--- config.mk ---
export PLATFORM = sky130hd
export DESIGN_NAME = first_layer_synapse_sequencer
export DESIGN_NICKNAME = d
export VERILOG_FILES = /design/src/rtl/snn_first_layer_pkg.sv /design/src/rtl/first_layer_synapse_sequencer.sv
export SDC_FILE = /design/constraint.sdc
export NUM_CORES = 1
export LEC_CHECK = 0
export ABC_AREA = 1
export CORE_MARGIN = 2
export CORE_UTILIZATION = 35
export DETAILED_ROUTE_END_ITERATION = 10
export PLACE_DENSITY_LB_ADDON = 0.3
export SLEW_MARGIN = 5
export SYNTH_ARGS = -nofsm -noshare
export SYNTH_HDL_FRONTEND = slang
export SYNTH_SLANG_ARGS = --single-unit
--- constraint.sdc ---
create_clock -name clk -period 2.04 [get_ports clk]
set_clock_uncertainty 0.05 [all_clocks]
set_input_delay 0.204 -clock clk [delete_from_list [all_inputs] [get_ports clk]]
set_output_delay 0.204 -clock clk [all_outputs]
set_load 0.02 [all_outputs]
--- src/rtl/snn_first_layer_pkg.sv ---
// Shared defaults and FSM state encoding for the first-layer synapse sequencer.
// Latency: n/a (declarations only).
// Backpressure: n/a (declarations only).
package snn_first_layer_pkg;

    localparam int DEF_NEURON_NUM = 40;    // post-neurons in the layer / offset memory depth
    localparam int DEF_TOTAL_SYN  = 1000;  // end bound of the last neuron's synapse range
    localparam int DEF_ADDR_W     = 6;     // offset memory address / neuron index width
    localparam int DEF_SYN_W      = 10;    // offset data / synapse address width

    typedef enum logic [2:0] {
        IDLE   = 3'd0,
        RD0    = 3'd1,
        RDEND  = 3'd2,
        CHK    = 3'd3,
        STREAM = 3'd4,
        NDONE  = 3'd5,
        FIN    = 3'd6
    } seq_state_t;

endpackage

--- src/rtl/first_layer_synapse_sequencer.sv ---
// Walks neurons 0..NEURON_NUM-1 and streams each neuron's synapse addresses from the offset table.
// Latency: start -> first syn_valid 4 cycles; per neuron ~4 cycles of overhead plus one cycle per beat.
// Backpressure: syn_valid/syn_ready; an unaccepted beat holds syn_addr/syn_last/neuron_idx stable.
module first_layer_synapse_sequencer
    import snn_first_layer_pkg::*;
#(
    parameter int NEURON_NUM = DEF_NEURON_NUM,
    parameter int TOTAL_SYN  = DEF_TOTAL_SYN,
    parameter int ADDR_W     = DEF_ADDR_W,
    parameter int SYN_W      = DEF_SYN_W
) (
    input  logic              clk,
    input  logic              rst,
    input  logic              start,
    output logic [ADDR_W-1:0] offset_addr,
    input  logic [SYN_W-1:0]  offset_data,
    output logic [SYN_W-1:0]  syn_addr,
    output logic              syn_valid,
    input  logic              syn_ready,
    output logic              syn_last,
    output logic [ADDR_W-1:0] neuron_idx,
    output logic              neuron_done,
    output logic              busy,
    output logic              done
);

    localparam logic [ADDR_W-1:0] LAST_IDX  = ADDR_W'(NEURON_NUM - 1);
    localparam logic [SYN_W-1:0]  TOTAL_END = SYN_W'(TOTAL_SYN);

    seq_state_t        state, state_nxt;
    logic              rd_wait, rd_wait_nxt;   // first cycle of a read state waits for memory latency
    logic [SYN_W-1:0]  cur_syn, cur_nxt;       // next synapse address to issue
    logic [SYN_W-1:0]  end_syn, end_nxt;       // exclusive end of the current neuron's range
    logic [ADDR_W-1:0] addr_nxt, idx_nxt;
    logic              beat_last;

    // The final beat is the one just below the end bound; only meaningful while streaming (cur < end).
    assign beat_last = (cur_syn == (end_syn - SYN_W'(1)));

    // Outputs are decoded from state so a reset clears them on the very next cycle.
    assign syn_valid   = (state == STREAM);
    assign syn_addr    = syn_valid ? cur_syn : '0;
    assign syn_last    = syn_valid & beat_last;
    assign neuron_done = (state == NDONE);
    assign done        = (state == FIN);
    assign busy        = (state != IDLE);

    // Next-state and datapath updates for the neuron walk.
    always_comb begin
        state_nxt   = state;
        rd_wait_nxt = 1'b0;
        cur_nxt     = cur_syn;
        end_nxt     = end_syn;
        addr_nxt    = offset_addr;
        idx_nxt     = neuron_idx;
        case (state)
            IDLE: begin
                if (start) begin
                    state_nxt = RD0;
                    addr_nxt  = '0;
                    idx_nxt   = '0;
                end
            end
            RD0: begin
                if (!rd_wait) begin
                    rd_wait_nxt = 1'b1;
                end else begin
                    cur_nxt = offset_data;
                    if (NEURON_NUM > 1) begin
                        addr_nxt  = ADDR_W'(1);
                        state_nxt = RDEND;
                    end else begin
                        end_nxt   = TOTAL_END;
                        state_nxt = CHK;
                    end
                end
            end
            RDEND: begin
                if (!rd_wait) begin
                    rd_wait_nxt = 1'b1;
                end else begin
                    end_nxt   = offset_data;
                    state_nxt = CHK;
                end
            end
            CHK: begin
                // A malformed table (end below start) is treated as an empty neuron, never wrapped.
                state_nxt = (cur_syn >= end_syn) ? NDONE : STREAM;
            end
            STREAM: begin
                if (syn_ready) begin
                    cur_nxt = cur_syn + SYN_W'(1);
                    if (beat_last) begin
                        state_nxt = NDONE;
                    end
                end
            end
            NDONE: begin
                if (neuron_idx == LAST_IDX) begin
                    state_nxt = FIN;
                end else begin
                    // Next neuron starts where this one ended, so only its end bound is fetched.
                    idx_nxt = neuron_idx + ADDR_W'(1);
                    cur_nxt = end_syn;
                    if ((neuron_idx + ADDR_W'(1)) == LAST_IDX) begin
                        end_nxt   = TOTAL_END;
                        state_nxt = CHK;
                    end else begin
                        addr_nxt  = neuron_idx + ADDR_W'(2);
                        state_nxt = RDEND;
                    end
                end
            end
            FIN: begin
                state_nxt = IDLE;
            end
            default: begin
                state_nxt = IDLE;
            end
        endcase
    end

    // State and datapath registers with synchronous reset.
    always_ff @(posedge clk) begin
        if (rst) begin
            state       <= IDLE;
            rd_wait     <= 1'b0;
            cur_syn     <= '0;
            end_syn     <= '0;
            offset_addr <= '0;
            neuron_idx  <= '0;
        end else begin
            state       <= state_nxt;
            rd_wait     <= rd_wait_nxt;
            cur_syn     <= cur_nxt;
            end_syn     <= end_nxt;
            offset_addr <= addr_nxt;
            neuron_idx  <= idx_nxt;
        end
    end

endmodule

== After elaboration in Yosys (flattened, before gate mapping) ==
Cells that the tools add are included.
W data, S select, Z words.

* $add $sub $neg: 4
* $lt $le $gt $ge: 1
* Eq/ne operators: 17
* Multiplexer cells: 25
* Bitwise gates (word level): 2
* Reductions and logical operators: 13

{| class="wikitable"
|+ Operators with widths
! cell !! number
|-
| $mux W10 || 6
|-
| $mux W6 || 5
|-
| $pmux W10 S3 || 1
|-
| $pmux W10 S2 || 1
|-
| $mux W3 || 6
|-
| $pmux W3 S6 || 1
|-
| $pmux W6 S3 || 1
|-
| $eq A6 B6 Y1 const B || 2
|-
| $pmux W6 S2 || 1
|-
| $add A10 B1 Y10 const B || 1
|-
| $eq A10 B10 Y1 || 1
|-
| $ge A10 B10 Y1 || 1
|-
| $ne A2 B2 Y1 const B || 5
|-
| $reduce_and A5 Y1 || 2
|-
| $sub A10 B1 Y10 const B || 1
|-
| $eq A3 B3 Y1 const B || 3
|-
| $reduce_bool A3 Y1 || 3
|-
| $reduce_and A4 Y1 || 2
|-
| $add A6 B1 Y6 const B || 1
|-
| $add A6 B2 Y6 const B || 1
|-
| $eq A3 B2 Y1 const B || 2
|-
| $ne A2 B1 Y1 const B || 3
|-
| $reduce_bool A2 Y1 || 2
|-
| $reduce_or A2 Y1 || 2
|-
| other kinds (6) || 8
|}

* Bits in registers: 36
* Input bits: 14
* Output and inout port bits: 27
* Logic and storage cells: 68

== Logic depth before layout (Yosys ltp) ==
* Depth in word-level cells: 5
* Mapped depth: 14

== Worst setup path before layout ==
OpenSTA, ideal clock, no wires.

* Path type: register to register
* Start: register neuron_idx[2]
* End: register offset_addr[0]
* Setup time: 0.120 ns
* Arrival time: 1.644 ns
* Required time: 1.870 ns
* Slack: 0.226 ns
* Cell stages (with the launch flop): 11
* Path buffers: 0
* Cells stage by stage: dfxtp_1 ha_1 nand3_1 o21bai_1 nand2_1 inv_1 nand4_1 nand2_1 inv_2 o21ai_1 a21oi_1

* Longest elaborated chain between the ends: 4
* Elaborated cells between the ends (all ways): 6

{| class="wikitable"
|+ RTL lines
! item !! line !! source
|-
| from (decl) || first_layer_synapse_sequencer.sv:21 || <nowiki>output logic [ADDR_W-1:0] neuron_idx,</nowiki>
|-
| from (signal assigned) || first_layer_synapse_sequencer.sv:138 || <nowiki>neuron_idx <= idx_nxt;</nowiki>
|-
| $add A6 B1 Y6 || first_layer_synapse_sequencer.sv:105 || <nowiki>if ((neuron_idx + ADDR_W'(1)) == LAST_IDX) begin</nowiki>
|-
| $eq A6 B6 Y1 || first_layer_synapse_sequencer.sv:105 ||
|-
| $ne A2 B2 Y1 (no source line) || - ||
|-
| $reduce_and A5 Y1 (no source line) (*) || - ||
|-
| to (signal assigned) || first_layer_synapse_sequencer.sv:137 || <nowiki>offset_addr <= addr_nxt;</nowiki>
|-
| to (decl) || first_layer_synapse_sequencer.sv:15 || <nowiki>output logic [ADDR_W-1:0] offset_addr,</nowiki>
|}

Mark *: on every way between the ends. The rest lies on a longest branch, timed or not.
A chain may end at the register's enable or synchronous reset.

== Worst setup path in the final report ==
* Start: register end_syn[0]
* End: output port syn_last

* Longest elaborated chain between the ends: 3

{| class="wikitable"
|+ RTL lines
! item !! line !! source
|-
| from (decl) || first_layer_synapse_sequencer.sv:33 || <nowiki>logic [SYN_W-1:0] end_syn, end_nxt;</nowiki>
|-
| from (signal assigned) || first_layer_synapse_sequencer.sv:136 || <nowiki>end_syn <= end_nxt;</nowiki>
|-
| $sub A10 B1 Y10 || first_layer_synapse_sequencer.sv:38 || <nowiki>assign beat_last = (cur_syn == (end_syn - SYN_W'(1)));</nowiki>
|-
| $eq A10 B10 Y1 || first_layer_synapse_sequencer.sv:38 ||
|-
| $and A1 B1 Y1 || first_layer_synapse_sequencer.sv:43 || <nowiki>assign syn_last = syn_valid & beat_last;</nowiki>
|-
| to (decl) || first_layer_synapse_sequencer.sv:20 || <nowiki>output logic syn_last,</nowiki>
|}

Every way passes these cells.

==> results.txt <==
status: finished with violations
failing checks: negative setup slack
Seq/Total Area, Yosys: 28.3%
Worst EP required: 1.79 ns
final instance area: 3470 um^2
Yosys cell types: 33
EDFF count, synth: 0
Max Slew Vio Count: 0
root buf cell: clkbuf_8
worst path arrival time: 1.83 ns
Syn Inst Count: 412
synthesized cell area: 2550 um^2
Clock Pin Slew Worst Setup and Hold Paths: 0.09 ns
total power: 4.49 mW
crit start category: register
num ports: 41
pre-CTS WS: -0.219 ns
largest net degree at the start of global routing: 24
area grow syn2layout: 36.1%
commonest non-fill, non-tap cell in the layout: nand2_1
average cell area after synthesis: 6.18 um^2
initial core utilization: 35.7%
Ys Warns: 0
Tightest Hold Check Type: register to register
crit path buf inv count: 2
commonest cells after routing, fill and taps aside: 91 x nand2_1, 65 x nor2_1, 49 x inv_1
area occupied by multi-input gates: 1630 um^2
Crit. End Element: output port
IO Port Bufs: 40
fin crit period: 2.08 ns
min-delay src: offset_addr[2]
GRT Resource Usage Total: 20.2%
Post-CTS Hold Buffers: 0
Yosys reg bits: 36
leakage: 1.64 nW
dpl hpwl: 5.72 mm
fraction of layout cells with a size suffix above 1: 15.3%
Fin Hold WS: 0.427 ns
Die Wd: 89.3 um
Vias: 2876
final period utilization: 102%
initial antenna violation count: 0
CTS tree: built
Top FF cell, synth: dfxtp_1
fmax: 481 MHz
grt ovf: 0
first-pass GRT wire length: 12.6 mm
Top delay family on crit path: simple AND/OR/NAND/NOR gates
critical path fanouts, max: 3
met2 WL: 3.63 mm
clock buffer count from CTS: 5
Async SR Flop Fraction: 0%
r2r startpoint: cur_syn[1]
1st-iter DRT viols: 188
unrepaired setup endpoints after global routing: true
NumNets Final: 511
CP max-delay cell: dfxtp_4
Clk Latency, worst-skew pair: 0.30 ns
WL met1: 3.39 mm
TritonRoute pass-1 iters: 5
DRT antenna net count: 0
Register Area: 729 um^2
GP Congestion: 0.872
vias in the first global route: 2753
CP Cell Sequence: inv_4, ha_4, nand2_2, nand2_2, nor2_1, nand2_1, nor2_1, nand2_1, nor2_1, nand3_1, nor2_1, buf_4
Worst VDD drop: 0.741 mV
Clock Path Buffers: 2
Final Hold Fails: 0
fill cell count: 750
Post-Place Cells: 574
post-layout util: 48.6%
DR vias/cell: 4.94
row count: 31
Worst-Margin Slew: 0.429 ns
Core ar.: 7140 um^2
WL met3: 445 um
TritonCTS Sinks: 36
top layer in use: met4
cell area power density: 1300 nW/um^2
setup ws final: -0.0394 ns
die span in y: 89.3 um
Net Count, Synth: 441
non-filler cells, final: 582
Setup CP Type: register to output port
H-tree lvl count: 2
placed instance area: 3280 um^2
most used cell, CP: nor2_1
wirelength, routed: 7.67 mm
Max Cap Viol: 0
CP Launch Point: end_syn[0]
antenna cell count: 0
Setup TNS Final: -0.0394 ns
# DRC: 0
Die Area: 7970 um^2
CP max stage delay: 0.39 ns
Setup Viol. Count Final: 1
Slew headroom: 71.2%
drt wl/cell: 13.2 um
==> cell families (layout without fill, tap and decap cells) <==
kind of cell             after synthesis  in the layout  synth area share (%)
AND/OR/NAND/NOR                      203            203                  33.1
AO/OA/AOI/OAI                         85             85                  18.8
buffers and inverters                 67            138                  10.4
flip-flops                            36             36                  28.3
adder cells (fa/ha/maj)               15             15                  7.37
XOR/XNOR                               6              6                  2.06
==> Yosys cell counts (4+ instances only) <==
master / number / area (um^2)
nor2_1: 65 / 244
dfxtp_1: 36 / 721
a22oi_1: 5 / 37.5
ha_1: 15 / 188
inv_1: 53 / 199
clkbuf_1: 4 / 15.0
nor3_1: 5 / 25.0
a21oi_1: 32 / 160
nand2_1: 96 / 360
xor2_1: 4 / 35.0
o21ai_0: 34 / 170
inv_2: 4 / 15.0
nand3_1: 26 / 130
==> flip-flops by register name, indices dropped and copies added, names as in the netlist <==
| register | flops |
|---|---|
| cur_syn | 10 |
| end_syn | 10 |
| neuron_idx | 6 |
| offset_addr | 6 |
| state | 3 |
| rd_wait | 1 |
==> final timing paths <==
| check | to | slack [ns] | cells past startpoint |
|---|---|---|---|
| min | offset_addr[2] | 0.43 | 2 |
| max reg2reg | cur_syn[6] | 0.12 | 10 |
| max | syn_last | -0.04 | 12 |
| min reg2reg | offset_addr[2] | 0.43 | 2 |
==> metal layers <==
metal  up-vias  GRT usage, %
li1       1475             -
met1      1294          26.4
met2        90          34.0
met3        17          3.79
met4         0          5.97
met5         -             0
==> cell type report <==
cell class,instances,area share (%)
clock buffers,5,1.99
clock inverters,3,1.23
inverters,58,6.39
multi-input cells,309,47.0
flip-flops and latches,36,21.0
well taps,99,3.57
repair buffers,72,18.8
==> power breakdown <==
group / leakage [nW] / total, mW / switching [mW] / internal (mW)
Sequential: 0.297 / 1.19 / 0.251 / 0.936
Combinational: 1.29 / 2.65 / 1.55 / 1.10
Clock: 0.0541 / 0.654 / 0.292 / 0.362
Total: 1.64 / 4.49 / 2.10 / 2.40
==> tightest hold or removal path, stage by stage (launching register included) <==
cell     delay [ns]
dfxtp_1        0.32
nand2_1        0.06
a21oi_1        0.05
==> repair_timing <==
item | CTS | global route
setup endpoints to repair | 12 | 16
gates cloned | 0 | 0
setup buffers | 0 | 1
pin swaps | 0 | 11
gates resized for setup | 15 | 26
No activity file was read; power rests on OpenSTA's default activity.
